`config.mk`:
```
export PLATFORM = sky130hd
export DESIGN_NAME = nubus_mem_arbiter
export DESIGN_NICKNAME = d
export VERILOG_FILES = /design/src/rtl/nubus_mem_arbiter.sv
export SDC_FILE = /design/constraint.sdc
export NUM_CORES = 1
export LEC_CHECK = 0
export BUFFER_PORTS_ARGS = -buffer_cell sky130_fd_sc_hd__buf_2
export CAP_MARGIN = 20
export CORE_MARGIN = 2
export CORE_UTILIZATION = 35
export DETAILED_ROUTE_END_ITERATION = 8
export GPL_TIMING_DRIVEN = 0
export PLACE_DENSITY = 0.72
export SETUP_SLACK_MARGIN = 0.5
export SYNTH_ARGS = -nofsm -noshare
export SYNTH_HDL_FRONTEND = slang
export SYNTH_SLANG_ARGS = --single-unit
```
`constraint.sdc`:
```
create_clock -name nub_clkn -period 3.9 [get_ports nub_clkn]
set_clock_uncertainty 0.15 [all_clocks]
set_input_delay 0.78 -clock nub_clkn [delete_from_list [all_inputs] [get_ports nub_clkn]]
set_output_delay 0.78 -clock nub_clkn [all_outputs]
set_load 0.01 [all_outputs]
```
`src/rtl/nubus_mem_arbiter.sv`:
```
// Round-robin arbiter sharing the local memory port between the NuBus slave path
// and the on-card CPU/DMA requester, with a watchdog that force-terminates stalled accesses.
module nubus_mem_arbiter #(
  parameter int unsigned TIMEOUT_CYCLES = 255
) (
  input  logic        nub_clkn,
  input  logic        reset,
  input  logic        slv_valid,
  input  logic [3:0]  slv_write,
  input  logic [31:0] slv_addr,
  input  logic [31:0] slv_wdata,
  output logic        slv_ready,
  output logic        slv_err,
  input  logic        cpu_valid,
  input  logic [3:0]  cpu_write,
  input  logic [31:0] cpu_addr,
  input  logic [31:0] cpu_wdata,
  output logic        cpu_ready,
  output logic        cpu_err,
  output logic [31:0] rdata_o,
  output logic        mem_valid_o,
  output logic [3:0]  mem_write_o,
  output logic [31:0] mem_addr_o,
  output logic [31:0] mem_wdata_o,
  input  logic [31:0] mem_rdata_i,
  input  logic        mem_ready_i,
  output logic        arb_busy_o,
  output logic        arb_owner_o
);

  typedef enum logic {
    IDLE = 1'b0,
    BUSY = 1'b1
  } state_e;

  // Terminal count of the watchdog; unused when the watchdog is disabled.
  localparam int unsigned WD_LIMIT_I = (TIMEOUT_CYCLES == 0) ? 0 : TIMEOUT_CYCLES - 1;
  localparam logic [7:0]  WD_LIMIT   = WD_LIMIT_I[7:0];
  localparam logic        WD_ENABLE  = (TIMEOUT_CYCLES != 0);

  state_e      state_q, state_d;
  logic        owner_q, owner_d;
  logic        last_owner_q, last_owner_d;
  logic [7:0]  wd_cnt_q, wd_cnt_d;
  logic        mem_valid_q, mem_valid_d;
  logic [3:0]  mem_write_q, mem_write_d;
  logic [31:0] mem_addr_q, mem_addr_d;
  logic [31:0] mem_wdata_q, mem_wdata_d;

  logic grant_cpu;
  logic done_ok;
  logic timed_out;
  logic finish;

  always_comb begin
    state_d      = state_q;
    owner_d      = owner_q;
    last_owner_d = last_owner_q;
    wd_cnt_d     = wd_cnt_q;
    mem_valid_d  = mem_valid_q;
    mem_write_d  = mem_write_q;
    mem_addr_d   = mem_addr_q;
    mem_wdata_d  = mem_wdata_q;
    grant_cpu    = 1'b0;
    done_ok      = 1'b0;
    timed_out    = 1'b0;
    finish       = 1'b0;
    slv_ready    = 1'b0;
    slv_err      = 1'b0;
    cpu_ready    = 1'b0;
    cpu_err      = 1'b0;

    case (state_q)
      IDLE: begin
        if (slv_valid || cpu_valid) begin
          // On a tie the requester that did not own the previous access wins.
          grant_cpu   = cpu_valid && (!slv_valid || !last_owner_q);
          state_d     = BUSY;
          owner_d     = grant_cpu;
          mem_valid_d = 1'b1;
          mem_write_d = grant_cpu ? cpu_write : slv_write;
          mem_addr_d  = grant_cpu ? cpu_addr  : slv_addr;
          mem_wdata_d = grant_cpu ? cpu_wdata : slv_wdata;
          wd_cnt_d    = 8'd0;
        end
      end
      BUSY: begin
        done_ok   = mem_ready_i && mem_valid_q;
        timed_out = WD_ENABLE && (wd_cnt_q == WD_LIMIT) && !mem_ready_i;
        finish    = done_ok || timed_out;
        if (finish) begin
          state_d      = IDLE;
          mem_valid_d  = 1'b0;
          last_owner_d = owner_q;
        end else if (wd_cnt_q != 8'hFF) begin
          wd_cnt_d = wd_cnt_q + 8'd1;
        end
        // A reset in the completion cycle abandons the access silently.
        slv_ready = finish && !owner_q && !reset;
        slv_err   = timed_out && !owner_q && !reset;
        cpu_ready = finish && owner_q && !reset;
        cpu_err   = timed_out && owner_q && !reset;
      end
      default: state_d = IDLE;
    endcase
  end

  always_ff @(posedge nub_clkn) begin
    if (reset) begin
      state_q      <= IDLE;
      owner_q      <= 1'b0;
      last_owner_q <= 1'b1;
      wd_cnt_q     <= 8'd0;
      mem_valid_q  <= 1'b0;
      mem_write_q  <= 4'd0;
      mem_addr_q   <= 32'd0;
      mem_wdata_q  <= 32'd0;
    end else begin
      state_q      <= state_d;
      owner_q      <= owner_d;
      last_owner_q <= last_owner_d;
      wd_cnt_q     <= wd_cnt_d;
      mem_valid_q  <= mem_valid_d;
      mem_write_q  <= mem_write_d;
      mem_addr_q   <= mem_addr_d;
      mem_wdata_q  <= mem_wdata_d;
    end
  end

  assign rdata_o     = mem_rdata_i;
  assign mem_valid_o = mem_valid_q;
  assign mem_write_o = mem_write_q;
  assign mem_addr_o  = mem_addr_q;
  assign mem_wdata_o = mem_wdata_q;
  assign arb_busy_o  = (state_q == BUSY);
  assign arb_owner_o = owner_q;

endmodule

```
Word-level counts from Yosys, hierarchy flattened
Index checks and enable logic that the tools add are counted.
W data, S select, Z words.
- output and inout bits: 107
- bits of input ports: 173
- word-level logic and storage cells: 56
- register bits: 80
- reductions and logical operators: 23
- bitwise operators: 1
- muxes and demuxes: 17
- add/subtract/negate cells: 1
- equality and inequality tests: 6
- operators by type and width (operator ; count):
    $mux W32 ; 2
    $mux W8 ; 3
    $pmux W8 S2 ; 1
    $logic_and A1 B1 Y1 ; 11
    $add A8 B1 Y8 const B ; 1
    $eq A8 B8 Y1 const B ; 1
    $mux W1 ; 8
    $ne A8 B8 Y1 const B ; 1
    $reduce_and A2 Y1 ; 3
    $logic_not A1 Y1 ; 5
    $mux W4 ; 1
    $ne A2 B1 Y1 const B ; 2
    $ne A2 B2 Y1 const B ; 2
    $pmux W1 S2 ; 2
    $logic_or A1 B1 Y1 ; 3
    $reduce_and A3 Y1 ; 1
    $not A1 Y1 ; 1

Depth between registers and ports, before layout
- word-level depth: 6
- depth in mapped cells: 6
- depth with buffers taken out: 6

Worst setup path after synthesis
Ideal clock, no wire load.
- path type: in2out
- start point: input port mem_ready_i
- end point: output port cpu_err
- cell stages on the path: 2
- slack: 1.465 ns
- arrival: 1.505 ns
- cell sequence: or3_1 -> nor3b_1
- longest elaborated chain between the ends: 5
- RTL lines (what ; RTL line ; text):
    start: declaration ; 26 ; input logic mem_ready_i,
    $logic_not A1 Y1 ; 89 ; timed_out = WD_ENABLE && (wd_cnt_q == WD_LIMIT) && !mem_ready_i;
    $logic_and A1 B1 Y1 ; 89 ;
    $logic_and A1 B1 Y1 (2 in series) ; 102 ; cpu_err = timed_out && owner_q && !reset;
    $mux W1 ; 73 ; case (state_q)
    end: declaration ; 19 ; output logic cpu_err,
No other way between the ends.

Worst setup path after layout
- start point: input port reset
- end point: output port slv_ready
- longest elaborated chain between the ends: 3
- RTL lines (what ; RTL line ; text):
    start: declaration ; 7 ; input logic reset,
    $logic_not A1 Y1 ; 99 ; slv_ready = finish && !owner_q && !reset;
    $logic_and A1 B1 Y1 ; 99 ;
    $mux W1 ; 73 ;
    end: declaration ; 12 ; output logic slv_ready,
No other way between the ends.

==> impl_metrics.json <==
{
  "r2r_slack_ns": 2.12,
  "cp.arrival_ns": 2.13,
  "setup_viol": 0,
  "first_pass_iters": 4,
  "initial_utilization_pct": 35.56,
  "grt_first_pass_wirelength_um": 18270,
  "status": "completed",
  "clock-root-buffer": "clkbuf_16",
  "leakage_nw": 2.812,
  "grt_max_degree": 13,
  "synth_fa_ha_area_share_pct": 0.5882,
  "dp_slack_ns": 0.7887,
  "n_antenna_cell": 0,
  "maxSlewHeadroom_pct": 51.75,
  "grt_pass1_vias": 3888,
  "wirelength_um": 12180,
  "placementRows": 40,
  "post_cts_buffers": 0,
  "cts.sinks": 80,
  "m1WireLength_um": 5014,
  "clk_pin_slew_ns": 0.05,
  "synth.area.mux_share_pct": 16.71,
  "wl_met2_um": 6347,
  "area_growth_pct": 41.29,
  "fin_cells": 830,
  "clk_latency_ns": 0.33,
  "core_area_um2": 11960,
  "synth_xor_area_share_pct": 0,
  "internal_power_mw": 1.793,
  "synth_top_family_by_area": "compound AO/OA/AOI/OAI gates",
  "tritoncts.num_buffers": 9,
  "tightest_slew_ns": 0.7238,
  "layout.nets": 854,
  "hold_class": "flip-flop to flip-flop",
  "finalCritPeriodShare_pct": 78.57,
  "drv_slew": 0,
  "wl_per_cell_um": 14.67,
  "yosys_warnings": 0,
  "layout_setup_ws_ns": 0.8357,
  "hp-start": "mem_wdata_o[30]",
  "seqCellArea_um2": 1602,
  "dr_wl_met3_um": 680,
  "synth_seq_area_share_pct": 37.65,
  "antenna_found_initial": 0,
  "syn_area_per_cell_um2": 10.10,
  "drv_cap": 0,
  "ant_nets": 0,
  "rsz0062_at_grt": "no",
  "ctsHtreeMaxLevel": 3,
  "die_x_um": 114.2,
  "p_per_area_nw_per_um2": 406.6,
  "cts_buffer_depth": 2,
  "cts_tree": "done",
  "cp_max_fo": 10,
  "power_frac_comb_pct": 22.8,
  "crit_start": "reset",
  "critPathRequiredTime_ns": 2.97,
  "vias": 4066,
  "hold_viol": 0,
  "cts.repair.resized": 0,
  "top_level_ports": 280,
  "fin_setup_tns_ns": 0,
  "timing.rr.start": "wd_cnt_q[0]",
  "synthSimpleGateAreaFrac_pct": 11.53,
  "multi_input_area_um2": 2191,
  "synth_area_um2": 4254,
  "fillers": 1122,
  "syn-num-nets": 596,
  "ys_ff_latch": 80,
  "startpoint_type": "primary input",
  "synth_compound_area_share_pct": 22.68,
  "cp-end-kind": "output port",
  "p_sw_uw": 650.7,
  "gp_congestion": 0.7966,
  "postSynthCellCount": 421,
  "power_frac_clock_pct": 39.2,
  "grt_overflow": 0,
  "io_buffers": 247,
  "track_usage_pct": 17.63,
  "switching_share_pct": 26.63,
  "synth_cell_types": 39,
  "period_minus_slack_ns": 3.064,
  "fp.dieH_um": 114.2,
  "vdd_drop_max_uv": 243.0,
  "p_seq_share_pct": 38.0,
  "drc": 0,
  "fmax_mhz": 326.3,
  "dp_cells": 815,
  "cts.hold.buffers_added": 0,
  "worstSetupPathType": "primary input to output port",
  "dp_hpwl_um": 9648,
  "drive_above_1_share_pct": 55.64,
  "drt_iter0_drc": 163,
  "highest_layer": "met4",
  "vias_per_cell": 4.899,
  "die_area_um2": 13050
}
## kinds of logic after synthesis
logic type / after synthesis
buffers and inverters: 69
AND/OR/NAND/NOR: 111
flip-flops: 80
AO/OA/AOI/OAI: 88
multiplexers: 71
adder cells (fa/ha/maj): 2
## layout by cell type (no fill, tap or decap), drive strengths merged, types with 3 or more instances in the layout
| cell | netlist | routed |
|---|---|---|
| buf | 53 | 300 |
| dfxtp | 80 | 80 |
| mux2i | 71 | 71 |
| nor2 | 71 | 71 |
| a211oi | 68 | 68 |
| clkbuf | 12 | 24 |
| nor3 | 8 | 8 |
| nand2 | 8 | 8 |
| inv | 4 | 4 |
| or3 | 4 | 4 |
| nand3 | 4 | 4 |
| nand2b | 4 | 4 |
| o21ai | 4 | 4 |
| a31oi | 4 | 4 |
| bufinv | 0 | 3 |
| a21oi | 3 | 3 |
## routing by layer
| metal | track usage [%] | up-vias |
|---|---|---|
| li1 | - | 1997 |
| met1 | 19.97 | 1900 |
| met2 | 33.21 | 157 |
| met3 | 3.864 | 12 |
| met4 | 4.715 | 0 |
| met5 | 0 | - |
## state kept, by name (all words and copies together), names as in the netlist
name and count:
mem_valid_o 1, mem_write_o 4, wd_cnt_q 8, mem_addr_o 32, arb_busy_o 1, last_owner_q 1, arb_owner_o 1, mem_wdata_o 32
## worst max-delay path, cell delays in order
cell	delay (ns)
buf_2	0.13
clkbuf_1	0.46
clkbuf_1	0.50
nor3_1	0.10
buf_2	0.16
## path summary, 6_finish.rpt
path	end	cells after the start
worst min-delay path	mem_wdata_o[30]	2
worst max register to register	wd_cnt_q[6]	4
worst min register to register	mem_wdata_o[30]	2
worst max-delay path	slv_ready	5
## per-stage QoR
step	power [mW]	utilization (%)	hold slack, ns	cell area [um2]
after floorplan	1.286	-	0.3068	4254
after global placement	1.493	47.44	0.3372	5674
after detailed placement	1.511	47.44	0.3424	5674
after CTS	2.471	50.25	0.3502	6011
after global routing	2.555	50.25	0.3701	6011
final	2.444	50.25	0.3477	6011
## Yosys cell counts
cell      count  share of area (%)
a21boi_2      1               0.26
nor3b_1       2               0.35
buf_12        1               0.47
nor4_1        1               0.15
o21ba_4       1               0.38
clkbuf_1      8               0.71
nand4b_1      2               0.41
o22ai_2       1               0.29
nor3_1        8               0.94
nand4_1       2               0.29
buf_1         1              0.088
buf_6         2               0.53
o32ai_1       2               0.41
a211oi_2     60                 18
a211oi_1      8                1.4
nand2b_1      4               0.59
buf_2        11                1.3
dfxtp_1      80                 38
nand3_1       4               0.47
and3_1        1               0.15
a31oi_1       4               0.59
o21a_1        2               0.35
a21oi_2       1               0.21
or3_1         4               0.59
mux2i_1      71                 17
nor2_1       71                6.3
nor2b_1       1               0.15
and2_1        1               0.15
a21oi_1       2               0.24
o21ai_1       4               0.47
clkbuf_4      4               0.71
o31a_1        1               0.21
nand2_1       8               0.71
ha_1          2               0.59
a211o_1       1               0.21
or4_1         1               0.18
or2_1         1               0.15
buf_4        38                6.7
inv_1         4               0.35
## final cells by class
type | count | area share [%]
multi-input cells | 272 | 36.45
flip-flops and latches | 80 | 26.64
repair buffers | 247 | 20.57
plain buffers | 65 | 7.431
clock buffers | 12 | 4.101
well taps | 147 | 3.060
clock inverters | 3 | 1.499
inverters | 4 | 0.2498
## power groups by stage
stage / Combinational (mW) / Clock, mW / Sequential, mW
floorplan: 0.308 / 0 / 0.978
global placement: 0.550 / 0 / 0.944
detailed placement: 0.564 / 0 / 0.946
CTS: 0.565 / 0.976 / 0.930
global route: 0.604 / 1.01 / 0.938
finish: 0.557 / 0.957 / 0.930
No activity file was read; power rests on OpenSTA's default activity.
